[src/rtl/fp_adder_sequencer_if.sv]
// Bus/pin bundle between the parallel host, the sequencer and the serial FP adder.
// slave = sequencer side, master = host + adder side.
interface fp_adder_sequencer_if #(
  parameter int DATA_W  = 32,
  parameter int SETUP_W = 8
);
  logic              start_in;
  logic [DATA_W-1:0] op_a_in, op_b_in, op_c_in, op_d_in;
  logic [SETUP_W-1:0] setup_in;
  logic              input_rdy_in;
  logic              output_rdy_in;
  logic              serial_in;
  logic              serial1_out, serial2_out, serial3_out, serial4_out;
  logic              setup_serial_out;
  logic              wr_out;
  logic              output_read_out;
  logic              busy_out;
  logic              done_out;
  logic              error_out;
  logic [DATA_W-1:0] result_out;

  modport slave (
    input  start_in, op_a_in, op_b_in, op_c_in, op_d_in, setup_in,
           input_rdy_in, output_rdy_in, serial_in,
    output serial1_out, serial2_out, serial3_out, serial4_out, setup_serial_out,
           wr_out, output_read_out, busy_out, done_out, error_out, result_out
  );

  modport master (
    output start_in, op_a_in, op_b_in, op_c_in, op_d_in, setup_in,
           input_rdy_in, output_rdy_in, serial_in,
    input  serial1_out, serial2_out, serial3_out, serial4_out, setup_serial_out,
           wr_out, output_read_out, busy_out, done_out, error_out, result_out
  );
endinterface

[src/rtl/fp_adder_sequencer.sv]
// Sequencer for the four-operand serial FP adder: parallel request -> serial load,
// wait, serial readback -> parallel result. FP_SEQ_TIMEOUT_EN bounds the wait.
module fp_adder_sequencer #(
  parameter int DATA_W  = 32,
  parameter int SETUP_W = 8,
  parameter int TIMEOUT = 255
) (
  input  logic                 clk_in,
  input  logic                 rst_in,
  fp_adder_sequencer_if.slave  bus
);
  localparam int CNT_W = 6;

  if (SETUP_W > DATA_W || TIMEOUT < 1) begin : g_param_chk
    $error("fp_adder_sequencer: bad parameters");
  end

  typedef enum logic [2:0] {S_IDLE, S_LOAD, S_WAIT, S_READ, S_DONE} state_t;

  state_t            r_state;
  logic [CNT_W-1:0]  r_cnt;
  logic [DATA_W-1:0] r_sh_a, r_sh_b, r_sh_c, r_sh_d, r_sh_s;
  logic [DATA_W-2:0] r_shr;
  logic [DATA_W-1:0] r_result;
  logic              r_s1, r_s2, r_s3, r_s4, r_ss;
  logic              r_wr, r_rd, r_busy, r_done, r_err;
  logic [DATA_W-1:0] w_setup_ext;

  // Setup word rides in the low bits so it is shifted out last, after DATA_W-SETUP_W zeros.
  assign w_setup_ext = DATA_W'(bus.setup_in);

`ifdef FP_SEQ_TIMEOUT_EN
  localparam int TMO_W = $clog2(TIMEOUT + 1);
  logic [TMO_W-1:0] r_tmo;
`endif

  always_ff @(posedge clk_in or posedge rst_in) begin
    if (rst_in) begin
      r_state  <= S_IDLE;
      r_cnt    <= '0;
      r_sh_a   <= '0;
      r_sh_b   <= '0;
      r_sh_c   <= '0;
      r_sh_d   <= '0;
      r_sh_s   <= '0;
      r_shr    <= '0;
      r_result <= '0;
      {r_s1, r_s2, r_s3, r_s4, r_ss} <= '0;
      {r_wr, r_rd, r_busy, r_done, r_err} <= '0;
`ifdef FP_SEQ_TIMEOUT_EN
      r_tmo    <= '0;
`endif
    end else begin
      r_done <= 1'b0;
      r_err  <= 1'b0;
      case (r_state)
        S_IDLE: if (bus.start_in && bus.input_rdy_in) begin
          // Present bit k=0 right away; the shift registers hold the rest.
          r_state <= S_LOAD;
          r_cnt   <= '0;
          r_busy  <= 1'b1;
          r_wr    <= 1'b1;
          r_s4    <= bus.op_a_in[DATA_W-1];
          r_s3    <= bus.op_b_in[DATA_W-1];
          r_s2    <= bus.op_c_in[DATA_W-1];
          r_s1    <= bus.op_d_in[DATA_W-1];
          r_ss    <= w_setup_ext[DATA_W-1];
          r_sh_a  <= bus.op_a_in << 1;
          r_sh_b  <= bus.op_b_in << 1;
          r_sh_c  <= bus.op_c_in << 1;
          r_sh_d  <= bus.op_d_in << 1;
          r_sh_s  <= w_setup_ext << 1;
        end
        S_LOAD: begin
          if (r_cnt == CNT_W'(DATA_W - 1)) begin
            r_state <= S_WAIT;
            r_wr    <= 1'b0;
            {r_s1, r_s2, r_s3, r_s4, r_ss} <= '0;
`ifdef FP_SEQ_TIMEOUT_EN
            r_tmo   <= '0;
`endif
          end else begin
            r_cnt  <= r_cnt + CNT_W'(1);
            r_s4   <= r_sh_a[DATA_W-1];
            r_s3   <= r_sh_b[DATA_W-1];
            r_s2   <= r_sh_c[DATA_W-1];
            r_s1   <= r_sh_d[DATA_W-1];
            r_ss   <= r_sh_s[DATA_W-1];
            r_sh_a <= r_sh_a << 1;
            r_sh_b <= r_sh_b << 1;
            r_sh_c <= r_sh_c << 1;
            r_sh_d <= r_sh_d << 1;
            r_sh_s <= r_sh_s << 1;
          end
        end
        S_WAIT: begin
          // A ready arriving on the last allowed cycle still beats the timeout.
          if (bus.output_rdy_in) begin
            r_state <= S_READ;
            r_cnt   <= '0;
            r_rd    <= 1'b1;
          end
`ifdef FP_SEQ_TIMEOUT_EN
          else if (r_tmo == TMO_W'(TIMEOUT - 1)) begin
            r_state <= S_IDLE;
            r_busy  <= 1'b0;
            r_err   <= 1'b1;
          end else begin
            r_tmo   <= r_tmo + TMO_W'(1);
          end
`endif
        end
        S_READ: begin
          r_shr <= (DATA_W-1)'({r_shr, bus.serial_in});
          if (r_cnt == CNT_W'(DATA_W - 1)) begin
            r_state  <= S_DONE;
            r_rd     <= 1'b0;
            r_done   <= 1'b1;
            r_result <= {r_shr, bus.serial_in};
          end else begin
            r_cnt <= r_cnt + CNT_W'(1);
          end
        end
        S_DONE: begin
          r_state <= S_IDLE;
          r_busy  <= 1'b0;
        end
        default: r_state <= S_IDLE;
      endcase
    end
  end

  assign bus.serial1_out      = r_s1;
  assign bus.serial2_out      = r_s2;
  assign bus.serial3_out      = r_s3;
  assign bus.serial4_out      = r_s4;
  assign bus.setup_serial_out = r_ss;
  assign bus.wr_out           = r_wr;
  assign bus.output_read_out  = r_rd;
  assign bus.busy_out         = r_busy;
  assign bus.done_out         = r_done;
  assign bus.error_out        = r_err;
  assign bus.result_out       = r_result;
endmodule

[src/flat_wrapper.sv]
// flat-port wrapper written by rule: the top's interface ports become plain ports
module fp_adder_sequencer_flat 
#(
  parameter int DATA_W  = 32,
  parameter int SETUP_W = 8,
  parameter int TIMEOUT = 255
)
  (clk_in, rst_in, bus_start_in, bus_op_a_in, bus_op_b_in, bus_op_c_in, bus_op_d_in, bus_setup_in, bus_input_rdy_in, bus_output_rdy_in, bus_serial_in, bus_serial1_out, bus_serial2_out, bus_serial3_out, bus_serial4_out, bus_setup_serial_out, bus_wr_out, bus_output_read_out, bus_busy_out, bus_done_out, bus_error_out, bus_result_out);
  fp_adder_sequencer_if #(.DATA_W(DATA_W), .SETUP_W(SETUP_W)) bus_i ();
  input  logic clk_in;
  input  logic rst_in;
  input wire logic [$bits(bus_i.start_in)-1:0] bus_start_in;
  input wire logic [$bits(bus_i.op_a_in)-1:0] bus_op_a_in;
  input wire logic [$bits(bus_i.op_b_in)-1:0] bus_op_b_in;
  input wire logic [$bits(bus_i.op_c_in)-1:0] bus_op_c_in;
  input wire logic [$bits(bus_i.op_d_in)-1:0] bus_op_d_in;
  input wire logic [$bits(bus_i.setup_in)-1:0] bus_setup_in;
  input wire logic [$bits(bus_i.input_rdy_in)-1:0] bus_input_rdy_in;
  input wire logic [$bits(bus_i.output_rdy_in)-1:0] bus_output_rdy_in;
  input wire logic [$bits(bus_i.serial_in)-1:0] bus_serial_in;
  output wire logic [$bits(bus_i.serial1_out)-1:0] bus_serial1_out;
  output wire logic [$bits(bus_i.serial2_out)-1:0] bus_serial2_out;
  output wire logic [$bits(bus_i.serial3_out)-1:0] bus_serial3_out;
  output wire logic [$bits(bus_i.serial4_out)-1:0] bus_serial4_out;
  output wire logic [$bits(bus_i.setup_serial_out)-1:0] bus_setup_serial_out;
  output wire logic [$bits(bus_i.wr_out)-1:0] bus_wr_out;
  output wire logic [$bits(bus_i.output_read_out)-1:0] bus_output_read_out;
  output wire logic [$bits(bus_i.busy_out)-1:0] bus_busy_out;
  output wire logic [$bits(bus_i.done_out)-1:0] bus_done_out;
  output wire logic [$bits(bus_i.error_out)-1:0] bus_error_out;
  output wire logic [$bits(bus_i.result_out)-1:0] bus_result_out;
  assign bus_i.start_in = bus_start_in;
  assign bus_i.op_a_in = bus_op_a_in;
  assign bus_i.op_b_in = bus_op_b_in;
  assign bus_i.op_c_in = bus_op_c_in;
  assign bus_i.op_d_in = bus_op_d_in;
  assign bus_i.setup_in = bus_setup_in;
  assign bus_i.input_rdy_in = bus_input_rdy_in;
  assign bus_i.output_rdy_in = bus_output_rdy_in;
  assign bus_i.serial_in = bus_serial_in;
  assign bus_serial1_out = bus_i.serial1_out;
  assign bus_serial2_out = bus_i.serial2_out;
  assign bus_serial3_out = bus_i.serial3_out;
  assign bus_serial4_out = bus_i.serial4_out;
  assign bus_setup_serial_out = bus_i.setup_serial_out;
  assign bus_wr_out = bus_i.wr_out;
  assign bus_output_read_out = bus_i.output_read_out;
  assign bus_busy_out = bus_i.busy_out;
  assign bus_done_out = bus_i.done_out;
  assign bus_error_out = bus_i.error_out;
  assign bus_result_out = bus_i.result_out;
  fp_adder_sequencer #(.DATA_W(DATA_W), .SETUP_W(SETUP_W), .TIMEOUT(TIMEOUT)) u_core (.clk_in(clk_in), .rst_in(rst_in), .bus(bus_i));
endmodule
[config.mk]
export PLATFORM = sky130hd
export DESIGN_NAME = fp_adder_sequencer_flat
export DESIGN_NICKNAME = d
export VERILOG_FILES = /design/src/rtl/fp_adder_sequencer_if.sv /design/src/rtl/fp_adder_sequencer.sv /design/src/flat_wrapper.sv
export SDC_FILE = /design/constraint.sdc
export NUM_CORES = 1
export LEC_CHECK = 0
export CAP_MARGIN = 20
export CORE_MARGIN = 2
export CORE_UTILIZATION = 50
export CTS_BUF_LIST = sky130_fd_sc_hd__clkbuf_4 sky130_fd_sc_hd__clkbuf_8
export CTS_CLUSTER_DIAMETER = 200
export CTS_CLUSTER_SIZE = 25
export DETAILED_ROUTE_END_ITERATION = 12
export HOLD_SLACK_MARGIN = 0.05
export PLACE_DENSITY = 0.87
export RECOVER_POWER = 100
export SETUP_SLACK_MARGIN = 0.1
export SYNTH_ARGS = -nofsm -noshare
export SYNTH_HDL_FRONTEND = slang
export SYNTH_SLANG_ARGS = --single-unit
[constraint.sdc]
create_clock -name clk_in -period 8.5 [get_ports clk_in]
set_input_delay 1.7 -clock clk_in [delete_from_list [all_inputs] [get_ports clk_in]]
set_output_delay 1.7 -clock clk_in [all_outputs]
set_load 0.01 [all_outputs]
==> out/qor.yml <==
run_status:
  status: "complete, but fails checks"
  failed_checks: "capacitance limit, slew limit"
synthesis:
  netlist_area_um2: 11480
  yosysUniqueCellTypes: 45
  seq_area_frac_synth_pct: 51.46
  synth-seq-cells: 236
  synth_cells: 1115
  synth_fp_nets: 1258
  syn_avg_cell_area_um2: 10.29
  yosys_warnings: 0
die:
  start_util_pct: 50.84
  die_w_um: 155.5
  core_area_um2: 22570
  ios: 184
  design.die.area_um2: 24180
  dieHeight_um: 155.5
  placementRows: 55
clocking:
  cts_root_buffer: "clkbuf_8"
  clkTransAtPathRegs_ns: 0.14
  clk_latency_ns: 0.53
  clk_path_buf_depth: 3
  cts.sinks: 236
  post_cts_resize_count: 0
  hold_buffers: 0
  cts_buffers: 13
  postCtsSetupRepairBufs: 0
  cts_tree: "built"
  htree_levels: 1
detailed_routing:
  wl_per_cell_um: 20.22
  drc_errors: 0
  drt_iter0_drc: 991
  drtPass1Iterations: 7
  avgViaCountPerCell: 6.547
  wl_um: 29750
  vias: 9630
  drtAntennaViolNets: 0
power:
  p_per_area_nw_per_um2: 298.3
  swShare_pct: 40.82
  p_sw_mw: 1.635
  combPwrFrac_pct: 43.0
  seqPwrFrac_pct: 44.7
  internal_power_mw: 2.371
  clockPowerShare_pct: 12.3
  peakVddDrop_mv: 0.2285
  leakagePower_nw: 5.201
sta:
  tns_ns: 0
  hold_viol: 0
  finalClockSkew_ns: 0.03770
  final-max-slew-violation-count: 200
  worst_slew_pin_slew_ns: 3.164
  fmax_mhz: 180.4
  fin_ws_ns: 2.958
  setup_viol: 0
  min_period_ns: 5.542
  max-slew-margin-rel_pct: -111.0
  rsz0062_at_grt: "false"
  min_period_over_period_pct: 65.20
grt:
  grt_pass1_vias: 9142
  grt_util_all_layers_pct: 23.56
  antenna_found_initial: 0
  grt_pass1_wl_um: 47700
  grt.overflow.total: 0
  grt_max_degree: 162
flow_run:
  max-cap-violations: 4
worst_hold_path:
  hp-class: "reg -> reg"
critical_path:
  cp_max_fo: 76
  worstPathArrival_ns: 5.89
  endpoint_kind: "flip-flop"
  critPathLaunchType: "flip-flop"
  required_ns: 8.85
  criticalPathCategory: "reg -> reg"
layout:
  layout-area-overhead-vs-synth_pct: 17.05
  final_nets: 1329
  multi_input_area_um2: 4928
  drive_gt1_share_pct: 8.853
  seq_area_um2: 5906
  fillers: 1817
  antennaDiodeCount: 0
placed_design:
  port_buffers: 182
  hpwlAfterDp_um: 17310
  preCtsSetupSlack_ns: 3.841
  place_congestion: 0.7858
[final timing paths]
kind / slack [ns] / to / from / depth (start not counted)
max reg2reg: 2.96 / u_core.r_sh_c[20] / u_core.r_state[2] / 5
max in group asynchronous: 3.87 / u_core.r_sh_b[3] / rst_in / 4
min in group asynchronous: 2.34 / u_core.bus.result_out[13] / rst_in / 2
min reg2reg: 0.51 / u_core.bus.result_out[25] / u_core.bus.result_out[25] / 1
min: 0.51 / u_core.bus.result_out[25] / u_core.bus.result_out[25] / 1
max: 2.96 / u_core.r_sh_c[20] / u_core.r_state[2] / 5
[state kept, by name, indices dropped and copies added, names as in the netlist]
register and cells:
u_core.r_cnt 6, u_core.bus.setup_serial_out 1, u_core.r_sh_c 31, u_core.bus.busy_out 1, u_core.r_state 3, u_core.r_shr 31
u_core.r_sh_a 31, u_core.bus.output_read_out 1, u_core.r_sh_d 31, u_core.r_sh_s 31, u_core.bus.result_out 32, u_core.bus.serial4_out 1
u_core.bus.wr_out 1, u_core.bus.done_out 1, u_core.bus.serial3_out 1, u_core.bus.serial2_out 1, u_core.bus.serial1_out 1, u_core.r_sh_b 31
[cells in the final DEF, fill, tap and decap left out, types with 4 or more instances in the layout]
| cell type | Yosys | layout |
|---|---|---|
| a31oi_1 | 7 | 7 |
| a21oi_1 | 130 | 130 |
| o211ai_1 | 23 | 23 |
| nor3_1 | 129 | 129 |
| o21ai_0 | 59 | 59 |
| a22oi_1 | 4 | 4 |
| o221ai_1 | 4 | 4 |
| nand2_1 | 7 | 7 |
| a211oi_1 | 245 | 254 |
| clkbuf_8 | 0 | 13 |
| o2bb2ai_1 | 6 | 6 |
| dfrtp_1 | 236 | 236 |
| nor2_1 | 4 | 4 |
| nand4_1 | 4 | 4 |
| buf_4 | 7 | 13 |
| clkdlybuf4s50_1 | 0 | 139 |
| dlygate4sd3_1 | 0 | 43 |
| mux2_2 | 63 | 61 |
| inv_1 | 7 | 6 |
[power by group through the flow]
stage / Combinational (mW) / Clock, mW / Sequential [mW]
final: 1.72 / 0.493 / 1.79
after global routing: 1.90 / 0.543 / 1.83
after CTS: 1.75 / 0.507 / 1.78
after detailed placement: 1.74 / 0 / 1.80
after global placement: 1.67 / 0 / 1.78
after floorplan: 1.34 / 0 / 1.72
[per-layer routing]
layer	vias up	GRT usage, %	routed length, um
met1	4754	35.24	12930
met5	-	0	0
li1	4426	-	-
met2	402	36.03	14000
met3	48	3.983	2196
met4	0	5.767	623
[synth_stat cells (all sizes together)]
cell type | instances | share of area, %
a211oi | 255 | 17
dfrtp | 236 | 51
a21oi | 131 | 5.7
nor3 | 130 | 5.7
clkbuf | 93 | 3.1
mux2 | 63 | 6.2
o21ai | 60 | 2.6
buf | 52 | 2.4
o211ai | 23 | 1.5
inv | 8 | 0.26
a31oi | 7 | 0.38
nand2 | 7 | 0.23
o2bb2ai | 6 | 0.46
a22oi | 4 | 0.26
nand4 | 4 | 0.22
nor2 | 4 | 0.13
o221ai | 4 | 0.31
nand3 | 3 | 0.13
nor2b | 3 | 0.16
nand2b | 2 | 0.11
nand3b | 2 | 0.13
o22ai | 2 | 0.11
or3 | 2 | 0.11
a21o | 1 | 0.065
a2bb2oi | 1 | 0.076
a41o | 1 | 0.087
and3 | 1 | 0.055
conb | 1 | 0.033
ha | 1 | 0.11
nand4bb | 1 | 0.098
nor3b | 1 | 0.16
nor4bb | 1 | 0.087
o2111a | 1 | 0.098
o21a | 1 | 0.065
o31ai | 1 | 0.065
or3b | 1 | 0.076
or4b | 1 | 0.087
[logic make-up (layout without fill, tap and decap cells)]
| logic type | Yosys count | in the layout | share of synthesized area (%) |
|---|---|---|---|
| DFF | 236 | 236 | 51.46 |
| other | 1 | 1 | 0.03268 |
| and+or+nand+nor | 163 | 163 | 7.501 |
| adders and majority gates | 1 | 1 | 0.1090 |
| AOI/OAI and AO/OA | 498 | 498 | 28.99 |
| buffers and inverters | 153 | 224 | 5.724 |
| muxes | 63 | 63 | 6.182 |
[critical path, stage by stage, from the launching register on]
cell and delay, ns:
dfrtp_1 1.04, clkbuf_1 2.31, inv_4 0.91, buf_4 0.65, a21oi_1 0.27, a211oi_1 0.11
[cell type report]
type                       count  area share (%)
clock buffer                  14           1.388
clock inverter                 1          0.1211
inverter                       8          0.2515
multi-input combinational    726           36.69
sequential                   236           43.96
tap                          285           2.655
timing repair buffer         201           14.93
[metrics by stage]
step	instance area [um^2]	hold WS [ns]	power (mW)	utilization, %	cells
after floorplan	11480	0.4736	3.064	-	1115
after global placement	13220	0.4887	3.445	58.58	1453
after detailed placement	13240	0.4944	3.541	58.66	1454
after CTS	13440	0.5244	4.034	59.56	1469
after global routing	13430	0.5310	4.274	59.51	1471
final	13430	0.5134	4.006	59.51	1471
(Power assumes the default switching activity.)
